<file path="config.mk">
export PLATFORM = sky130hd
export DESIGN_NAME = piso_serial_tx
export DESIGN_NICKNAME = d
export VERILOG_FILES = /design/src/rtl/piso_tx_pkg.sv /design/src/rtl/piso_serial_tx_bit_timer.sv /design/src/rtl/piso_serial_tx.sv
export SDC_FILE = /design/constraint.sdc
export NUM_CORES = 1
export LEC_CHECK = 0
export CORE_MARGIN = 10
export CORE_UTILIZATION = 40
export CTS_CLUSTER_SIZE = 12
export DETAILED_ROUTE_END_ITERATION = 12
export PLACE_DENSITY_LB_ADDON = 0.25
export SYNTH_ARGS = -nofsm -noshare
export SYNTH_HDL_FRONTEND = slang
export SYNTH_HIERARCHICAL = 1
export SYNTH_SLANG_ARGS = --single-unit
</file>
<file path="constraint.sdc">
create_clock -name clk -period 5.8 [get_ports clk]
set_input_delay 0.58 -clock clk [delete_from_list [all_inputs] [get_ports clk]]
set_output_delay 0.58 -clock clk [all_outputs]
set_load 0.02 [all_outputs]
</file>
<file path="src/rtl/piso_tx_pkg.sv">
// Shared types and width helpers for the framed parallel-in/serial-out transmitter.
package piso_tx_pkg;

   typedef enum logic [1:0] {
      IDLE  = 2'd0,
      START = 2'd1,
      DATA  = 2'd2,
      STOP  = 2'd3
   } tx_state_t;

   // Never narrower than one bit, so WIDTH=1 / CLKS_PER_BIT=1 still get a real register.
   function automatic int bitcnt_w(input int width);
      return (width > 1) ? $clog2(width) : 1;
   endfunction

   function automatic int timer_w(input int clks_per_bit);
      return (clks_per_bit > 1) ? $clog2(clks_per_bit) : 1;
   endfunction

endpackage

</file>
<file path="src/rtl/piso_serial_tx_bit_timer.sv">
// Bit-period timer: counts enabled clocks 0..CLKS_PER_BIT-1 and ticks on the last one.
module bit_timer
   import piso_tx_pkg::*;
#(
   parameter int CLKS_PER_BIT = 4
) (
   input  logic clk,
   input  logic arst,
   input  logic en,
   input  logic clear,
   output logic tick
);

   localparam int TW = timer_w(CLKS_PER_BIT);
   localparam logic [TW-1:0] LAST = TW'(CLKS_PER_BIT - 1);

   logic [TW-1:0] timer;

   always_ff @(posedge clk or posedge arst) begin
      if (arst) begin
         timer <= '0;
      end else if (en) begin
         if (clear || timer == LAST) timer <= '0;
         else                        timer <= timer + 1'b1;
      end
   end

   // Internal strobe only; the top registers everything it drives out.
   assign tick = en && !clear && (timer == LAST);

endmodule

</file>
<file path="src/rtl/piso_serial_tx.sv">
// Framed serial transmitter: start bit, WIDTH data bits LSB-first, stop bit.
//   state | meaning
//   IDLE  | line high, ready for a word
//   START | sending start bit (0)
//   DATA  | sending data bits, LSB first
//   STOP  | sending stop bit (1)
module piso_serial_tx
   import piso_tx_pkg::*;
#(
   parameter int WIDTH        = 8,
   parameter int CLKS_PER_BIT = 4
) (
   input  logic             clk,
   input  logic             arst,
   input  logic             en,
   input  logic [WIDTH-1:0] tx_data,
   input  logic             tx_valid,
   output logic             tx_ready,
   output logic             tx_serial,
   output logic             tx_busy,
   output logic             tx_done
);

   localparam int CW = bitcnt_w(WIDTH);
   localparam logic [CW-1:0] LAST_BIT = CW'(WIDTH - 1);

   tx_state_t        state;
   logic [WIDTH-1:0] shift;
   logic [WIDTH-1:0] shift_nx;
   logic [CW-1:0]    bit_cnt;
   logic             tick;

   assign shift_nx = shift >> 1;

   // Held clear while idle so the start bit always gets a full bit period.
   bit_timer #(
      .CLKS_PER_BIT(CLKS_PER_BIT)
   ) u_bit_timer (
      .clk   (clk),
      .arst  (arst),
      .en    (en),
      .clear (state == IDLE),
      .tick  (tick)
   );

   always_ff @(posedge clk or posedge arst) begin
      if (arst) begin
         state     <= IDLE;
         shift     <= '0;
         bit_cnt   <= '0;
         tx_serial <= 1'b1;
         tx_ready  <= 1'b1;
         tx_busy   <= 1'b0;
         tx_done   <= 1'b0;
      end else if (en) begin
         tx_done <= 1'b0;
         case (state)
            IDLE: begin
               if (tx_valid && tx_ready) begin
                  shift     <= tx_data;
                  tx_serial <= 1'b0;
                  tx_ready  <= 1'b0;
                  tx_busy   <= 1'b1;
                  state     <= START;
               end
            end
            START: begin
               if (tick) begin
                  tx_serial <= shift[0];
                  bit_cnt   <= '0;
                  state     <= DATA;
               end
            end
            DATA: begin
               if (tick) begin
                  if (bit_cnt == LAST_BIT) begin
                     tx_serial <= 1'b1;
                     state     <= STOP;
                  end else begin
                     shift     <= shift_nx;
                     bit_cnt   <= bit_cnt + 1'b1;
                     tx_serial <= shift_nx[0];
                  end
               end
            end
            STOP: begin
               if (tick) begin
                  tx_ready <= 1'b1;
                  tx_busy  <= 1'b0;
                  tx_done  <= 1'b1;
                  state    <= IDLE;
               end
            end
            default: state <= IDLE;
         endcase
      end
   end

endmodule

</file>
Word-level counts from Yosys, hierarchy flattened
Cells that the tools add are included.

Register bits after elaboration: 19. Latch bits: 0. Memory bits (writable): 0. Memory bits (read-only): 0. Output and inout bits: 4. Word-level logic and storage cells: 63. Memories kept: 0.

Add/subtract/negate cells: 2. Multipliers: 0. Div/mod/pow operators: 0. Magnitude comparators: 0. Equal/unequal tests: 11. Shift operators: 0. Mux-type cells: 27. Bitwise gates (word level): 0. Reductions and logical operators: 15.

Operators with widths (number): 2-to-1 mux 8 bit (3); case mux 8 bit (2 select lines) (1); AND reduction 5 bit (3); 2-to-1 mux 2 bit (6); != test 2 bit (second input constant) (6); 2-to-1 mux 1 bit (9); 2-to-1 mux 3 bit (3); case mux 2 bit (4 select lines) (1); == test 2 bit (second input constant) (3); case mux 3 bit (2 select lines) (1); AND reduction 6 bit (1); nonzero test 2 bit (3); case mux 1 bit (2 select lines) (2); AND reduction 4 bit (1); adder 3 x 1 -> 3 bit (second input constant) (1); == test 3 bit (second input constant) (1); logical AND 1 bit (3); case mux 1 bit (3 select lines) (1); nonzero test 3 bit (1); adder 2 x 1 -> 2 bit (second input constant) (1); == test 2 x 1 -> 1 bit (second input constant) (1); logical NOT 2 bit (1); logical NOT 1 bit (1); logical OR 1 bit (1).

Logic depth before layout (Yosys ltp)
Gate-level depths: netlist of run 1.

Depth after elaboration: 6. Gate-level depth with buffers: 8. Gate-level depth less buffers: 7.

Hierarchy
Netlist of run 1, hierarchy kept.

Modules (own cells, without submodules): piso_serial_tx (instances 1, cells an instance 91, area an instance 938.4 sq um, sequential area each 427.9 sq um); bit_timer (instances 1, cells an instance 11, area an instance 111.4 sq um, sequential area each 50.0 sq um).

Least setup slack after synthesis of run 1
No wires, ideal clock.

Path type: flip-flop to flip-flop. From: register state[0]. To: register state[1]. Setup time: 125 ps. Data arrival time: 1764 ps. Data required time: 5675 ps. Path slack: 3911 ps. Stages on the path, launching flop included: 8. Period minus slack after synthesis: 1889 ps. Cell sequence: dfrtp_1 inv_1 ha_1 and3b_2 nand2b_1 and3_4 nor3b_4 mux2_4.

Longest elaborated chain between the ends: 6.

Ends and longest elaborated chain: from (decl) (line piso_serial_tx.sv:27) `tx_state_t state;`; from (signal assigned) (line piso_serial_tx.sv:48) `state <= IDLE;`; from (signal assigned) (line piso_serial_tx.sv:64) `state <= START;`; from (signal assigned) (line piso_serial_tx.sv:71) `state <= DATA;`; logical NOT 2 bit (*) (line piso_serial_tx.sv:42) `.clear (state == IDLE),`; logical NOT 1 bit (*) (line piso_serial_tx_bit_timer.sv:29) `assign tick = en && !clear && (timer == LAST);`; logical AND 1 bit (*) (2 in series) (line piso_serial_tx_bit_timer.sv:29); via tick (line piso_serial_tx.sv:31) `logic tick;`; != test 2 bit (no source line); AND reduction 6 bit (no source line) (*).

Mark *: on every way through the listed nets, which the timed path passes. The rest lies on a longest branch. A chain may end at the register's enable or synchronous reset.

Worst setup path after layout of run 1
From: input en. To: register state[1].

Longest elaborated chain between the ends: 4.

Ends and longest elaborated chain: from (decl) (line piso_serial_tx.sv:15) `input logic en,`; logical AND 1 bit (*) (2 in series) (line piso_serial_tx_bit_timer.sv:29); via tick (line piso_serial_tx.sv:31); != test 2 bit (no source line); AND reduction 6 bit (no source line) (*).

Marked as above.

==> flow_summary.toml, run 1 <==
[drt]
drt-pass1-iter-count = 4
wl_per_cell_um = 12.83
drtAntennaViolNets = 0
drc = 0
drt-total-wl_mm = 1.899
drt-initial-drc-count = 30
dr_total_vias = 736
viasPerCell = 4.973

[sta]
min_period_ns = 2.211
tightest_slew_ns = 0.6517
hold_ws_ns = 0.4555
finalSetupViolations = 0
slew_viol_final = 0
hold_viol_final = 0
timing.fmax_ghz = 0.4523
tns_ns = 0
fin_crit_sh_pct = 38.12
grt_setup_unrepaired = "no"
slew_headroom_pct = 56.51
clock_skew_ns = 0.01418

[yosys]
synth_warnings = 6
synthCells = 102
yosysUniqueCellTypes = 32
synth_fp_nets = 122
seq_area_frac_synth_pct = 45.53
syn_area_per_cell_um2 = 10.29
ys_seq_elements = 19
synth_area_mm2 = 0.001050

[clock_tree]
numCtsBuffers = 3
cts_root_buf = "clkbuf_4"
numClockSinks = 19
post_cts_resized = 0
hold_buffers = 0
clk_pin_slew_ns = 0.12
postCtsSetupBuffers = 0
clockBufferDepth = 2
cts_tree = "done"
clkLatencyLatePin_ns = 0.30
cts_max_level = 1

[finish]
drive_gt1_share_pct = 10.17
fin_area_mm2 = 0.001251
final_cell_mix = "nand2_1 (18), dfrtp_1 (17), clkdlybuf4s50_1 (15)"
area.growth.synth_to_final_pct = 19.19
nets = 139
final_common_cell = "nand2_1"
antennaDiodeCount = 0

[setup_path]
cp.required_ns = 6.00
worstSetupStartpointType = "primary input"
crit_type = "in -> reg"
worst_setup_path_end_kind = "flop"
crit_arrival_ns = 2.41
path_buf_inv = 1
crit_family = "simple AND/OR/NAND/NOR gates"
crit_path_cell_trace = "clkdlybuf4s50_1, and3b_2, nand2b_1, and3_4, nor3b_4, mux2_4"
max_stage_delay_ns = 0.68
cp_max_fo = 12
crit_slowest_cell = "clkdlybuf4s50_1"

[power]
power-per-cell-area_mw_per_mm2 = 169.8
vdd_drop_max_v = 0.0001105
leakagePower_nw = 0.5442

[place]
port_buffers = 15
hpwlAfterDp_mm = 1.494
place_area_mm2 = 0.001224
gp_congestion = 0.7934

[floorplanning]
die_height_um = 71.23
io_pins = 16
die_width_um = 71.23
core_mm2 = 0.002500
start_util_pct = 41.99
rows = 18
die-area_mm2 = 0.005074

[global_route]
grt_usage_pct = 7.958
grt_first_pass_wirelength_mm = 3.422
grt_antenna_before_repair = 0
grt_pass1_vias = 810
grt_overflow = 0
grt_max_degree = 18

[run_status]
outcome = "complete, no violations"

[hold_path]
worstHoldPathType = "in -> async"

[job]
drv_cap = 0
-- synthesized netlist by cell type, drive strengths merged --
master | n | share of area [%]
a21bo | 1 | 0.95
o32a | 1 | 0.95
buf | 2 | 0.95
nor3b | 1 | 1.8
and3b | 2 | 1.8
nor2 | 2 | 0.72
nand2 | 18 | 6.4
nor2b | 2 | 1.2
ha | 8 | 9.5
a22o | 1 | 0.83
and3 | 2 | 1.7
inv | 8 | 2.9
nand3 | 1 | 0.48
or4b | 1 | 0.95
o21bai | 1 | 0.72
o32ai | 1 | 0.83
a21boi | 1 | 0.72
dfrtp | 17 | 41
a22oi | 1 | 0.72
nor3 | 1 | 0.48
o21ai | 13 | 6.2
mux2i | 8 | 7.6
nand4b | 1 | 0.83
mux2 | 2 | 2.5
nand2b | 2 | 1.2
dfstp | 2 | 5.0
o211ai | 1 | 1.2
clkbuf | 1 | 0.36
-- worst register-to-register path: stages, from the launching register on --
cell	delay [ns]
dfrtp_1	0.43
inv_1	0.12
ha_1	0.28
and3b_2	0.28
and3b_1	0.19
o211ai_2	0.50
nand2_1	0.12
o21ai_1	0.09
-- routing by layer --
layer  GRT usage (%)  wire [µm]
met1           9.149        934
met2           13.33        892
met3           2.066         60
met4           3.871         12
met5               0          0
-- through the flow --
stage	power (W)	setup slack (ns)	utilization, %	cells
detailed placement	0.0001482	3.269	48.95	144
CTS	0.0002158	3.595	50.05	148
floorplan	0.0001387	3.911	-	102
global placement	0.0001478	3.309	48.95	144
global route	0.0002229	3.453	50.05	148
finish	0.0002125	3.589	50.05	148
-- path summary, 6_finish.rpt --
kind	startpoint	endpoint	slack [ns]	cells after the start
worst max-delay path	en	state[1]$_DFFE_PP0P_	3.59	6
worst min-delay path	arst	u_bit_timer/timer[0]$_DFFE_PP0P_	0.46	2
worst max register to register	state[0]$_DFFE_PP0P_	shift[6]$_DFFE_PP0P_	3.71	7
worst min register to register	shift[2]$_DFFE_PP0P_	shift[2]$_DFFE_PP0P_	0.50	2
max in group asynchronous	arst	shift[7]$_DFFE_PP0P_	4.69	2
min in group clk	shift[2]$_DFFE_PP0P_	shift[2]$_DFFE_PP0P_	0.50	2
-- flip-flops by register name (all words and copies together), names as in the netlist --
signal             count
shift                  8
u_bit_timer/timer      2
tx_serial              1
state                  2
tx_ready               1
tx_done                1
bit_cnt                3
tx_busy                1
-- where the power goes --
part	switching, W	internal (W)	total, W
registers	0.0000000000000000000373	0.000132	0.000132
logic	0.00000532	0.00000750	0.0000128
clock network	0.0000415	0.0000257	0.0000672
-- cell type report --
cell class              instances  area, µm²
fillers                       231       1249
well taps                      30      37.54
multi-input cells              72      528.0
clock buffers                   3      22.52
flip-flops and latches         19      478.0
repair buffers                 15      150.1
clock inverters                 1      5.005
inverters                       8      30.03
-- logic make-up after synthesis --
family,synth area share (%)
multiplexers,10.13
adder cells (fa/ha/maj),9.536
AND/OR/NAND/NOR,17.52
buffers and inverters,4.171
AO/OA/AOI/OAI,13.11
flip-flops,45.53
(Power assumes the default switching activity.)
==> inputs of run 2 (changes only) <==
==> constraint.sdc (replaced) <==
create_clock -name clk -period 1.8 [get_ports clk]
set_input_delay 0.18 -clock clk [delete_from_list [all_inputs] [get_ports clk]]
set_output_delay 0.18 -clock clk [all_outputs]
set_load 0.02 [all_outputs]
==> flow_summary.toml, run 2 (synthesis gave the netlist of run 1 again) <==
[run_status]
outcome = "complete, no violations"

[floorplanning]
die_height_um = 71.23
die_width_um = 71.23
core_mm2 = 0.002500
start_util_pct = 41.99
io_pins = 16
rows = 18
die-area_mm2 = 0.005074

[finish]
largest_reg_flops = 8
nets = 152
fillers = 241
area.growth.synth_to_final_pct = 31.82
largest_register = "shift"
drive_gt1_share_pct = 22.90
final_cell_mix = "nand2_1 (18), dfrtp_1 (17), clkdlybuf4s50_1 (15)"
top_regs = "shift: 8 flops, bit_cnt: 3 flops"
antennaDiodeCount = 0
final_common_cell = "nand2_1"

[sta]
clock_skew_ns = 0.01029
slew_viol_final = 0
tightest_slew_ns = 0.2644
grt_setup_unrepaired = "yes"
hold_ws_ns = 0.04429
hold_viol_final = 0
slew_headroom_pct = 82.34
fin_crit_sh_pct = 99.37
timing.fmax_ghz = 0.5591
tns_ns = 0
min_period_ns = 1.789
finalSetupViolations = 0

[clock_tree]
numCtsBuffers = 3
clk_pin_slew_ns = 0.12
clkLatencyLatePin_ns = 0.31
cts_max_level = 1
cts_root_buf = "clkbuf_4"
numClockSinks = 19
cts_tree = "done"
clockBufferDepth = 2

[drt]
viasPerCell = 5.273
drt-total-wl_mm = 2.348
drt-pass1-iter-count = 4
drt-initial-drc-count = 32
drc = 0
dr_wl_met2_mm = 1.220
wl_met3_um = 112
dr_total_vias = 849
wl_per_cell_um = 14.58
drtAntennaViolNets = 0
met1_length_um = 982
dr.max_layer_used = "met4"

[setup_path]
crit_arrival_ns = 1.99
crit_path_cell_trace = "inv_2, ha_4, and3b_2, nand2b_1, and3_4, nor3b_4, mux2_4"
cp_max_fo = 6
worst_setup_path_end_kind = "flop"
worstSetupStartpointType = "flop"
max_stage_delay_ns = 0.39
cp.required_ns = 2.00
crit_slowest_cell = "dfrtp_1"
crit_type = "reg -> reg"

[global_route]
grt_usage_pct = 10.25
grt_first_pass_wirelength_mm = 4.353
grt_overflow = 0
grt_pass1_vias = 946
grt_antenna_before_repair = 0
grt_max_degree = 15

[job]
drv_cap = 0

[place]
port_buffers = 15
hpwlAfterDp_mm = 1.822
gp_congestion = 0.9595

[power]
leakagePower_nw = 0.6045
vdd_drop_max_v = 0.0005139
power-per-cell-area_mw_per_mm2 = 505.4

[hold_path]
worstHoldPathType = "in -> async"
## run 2: cell types whose count changed in the layout (fill, tap and decap cells not counted)
cell        previous run  this run
inv_2                  0         2
and3b_2                1         2
ha_4                   0         1
inv_1                  8         6
buf_6                  0         2
and3b_1                1         0
buf_4                  0        11
ha_1                   8         6
clkinv_2               1         0
clkinvlp_4             0         1
o211ai_4               0         1
o211ai_2               1         0
ha_2                   0         1
## run 2: final cells by class
class / instances / area, µm² / area share (%)
Sequential cell: 19 / 478.0 / 34.54
Tap cell: 30 / 37.54 / 2.712
Clock buffer: 3 / 22.52 / 1.627
Timing Repair Buffer: 28 / 255.2 / 18.44
Clock inverter: 1 / 7.507 / 0.5425
Inverter: 8 / 30.03 / 2.170
Multi-Input combinational cell: 72 / 553.0 / 39.96
## run 2: timing repair
item                                    4_1_cts  5_1_grt
hold buffers                                  0        0
gates cloned                                  1        0
gates resized for setup                       9        0
endpoints found under the setup margin        8       10
pin swaps                                     2        1
buffers inserted                              5        1
## run 2: layer usage
metal	GRT usage (%)	up-vias
li1	-	410
met1	11.02	416
met2	18.33	19
met3	3.444	4
met4	3.226	0
met5	0	-
## run 2: metrics by stage
| step | area (µm²) | instances | power (W) | utilization, % | worst slack (ns) |
|---|---|---|---|---|---|
| after global placement | 1306 | 153 | 0.0004799 | 52.25 | 0.03743 |
| after global routing | 1384 | 161 | 0.0007389 | 55.36 | -0.07771 |
| after CTS | 1424 | 162 | 0.0007140 | 56.96 | 0.02015 |
| after detailed placement | 1306 | 153 | 0.0004814 | 52.25 | -0.01386 |
| after floorplan | 1052 | 102 | 0.0004467 | - | -0.03443 |
| final | 1384 | 161 | 0.0006994 | 55.36 | 0.01132 |
## run 2: worst paths after layout
kind	start	to	slack, ns	depth (start not counted)
max	state[0]$_DFFE_PP0P_	state[1]$_DFFE_PP0P_	0.01	7
min reg2reg	bit_cnt[0]$_DFFE_PP0P_	bit_cnt[0]$_DFFE_PP0P_	0.50	1
max reg2reg	state[0]$_DFFE_PP0P_	state[1]$_DFFE_PP0P_	0.01	7
max in group asynchronous	arst	bit_cnt[0]$_DFFE_PP0P_	1.29	3
min in group clk	tx_data[7]	shift[7]$_DFFE_PP0P_	0.41	3
min	arst	u_bit_timer/timer[1]$_DFFE_PP0P_	0.04	2
## run 2: critical path: cells and delay by family, from the launching register on
| kind | cells | cell delay (ns) |
|---|---|---|
| simple gates | 4 | 0.75 |
| fa+ha+maj | 1 | 0.16 |
| mux | 1 | 0.31 |
| buf+inv | 1 | 0.06 |
| flops | 1 | 0.39 |
## run 2: power by group
part,switching [W],leakage [nW],internal (W)
clock,0.000142,0.0139,0.0000848
combinational,0.0000185,0.337,0.0000270
sequential,0.000000000000000000125,0.253,0.000427
total,0.000161,0.604,0.000539
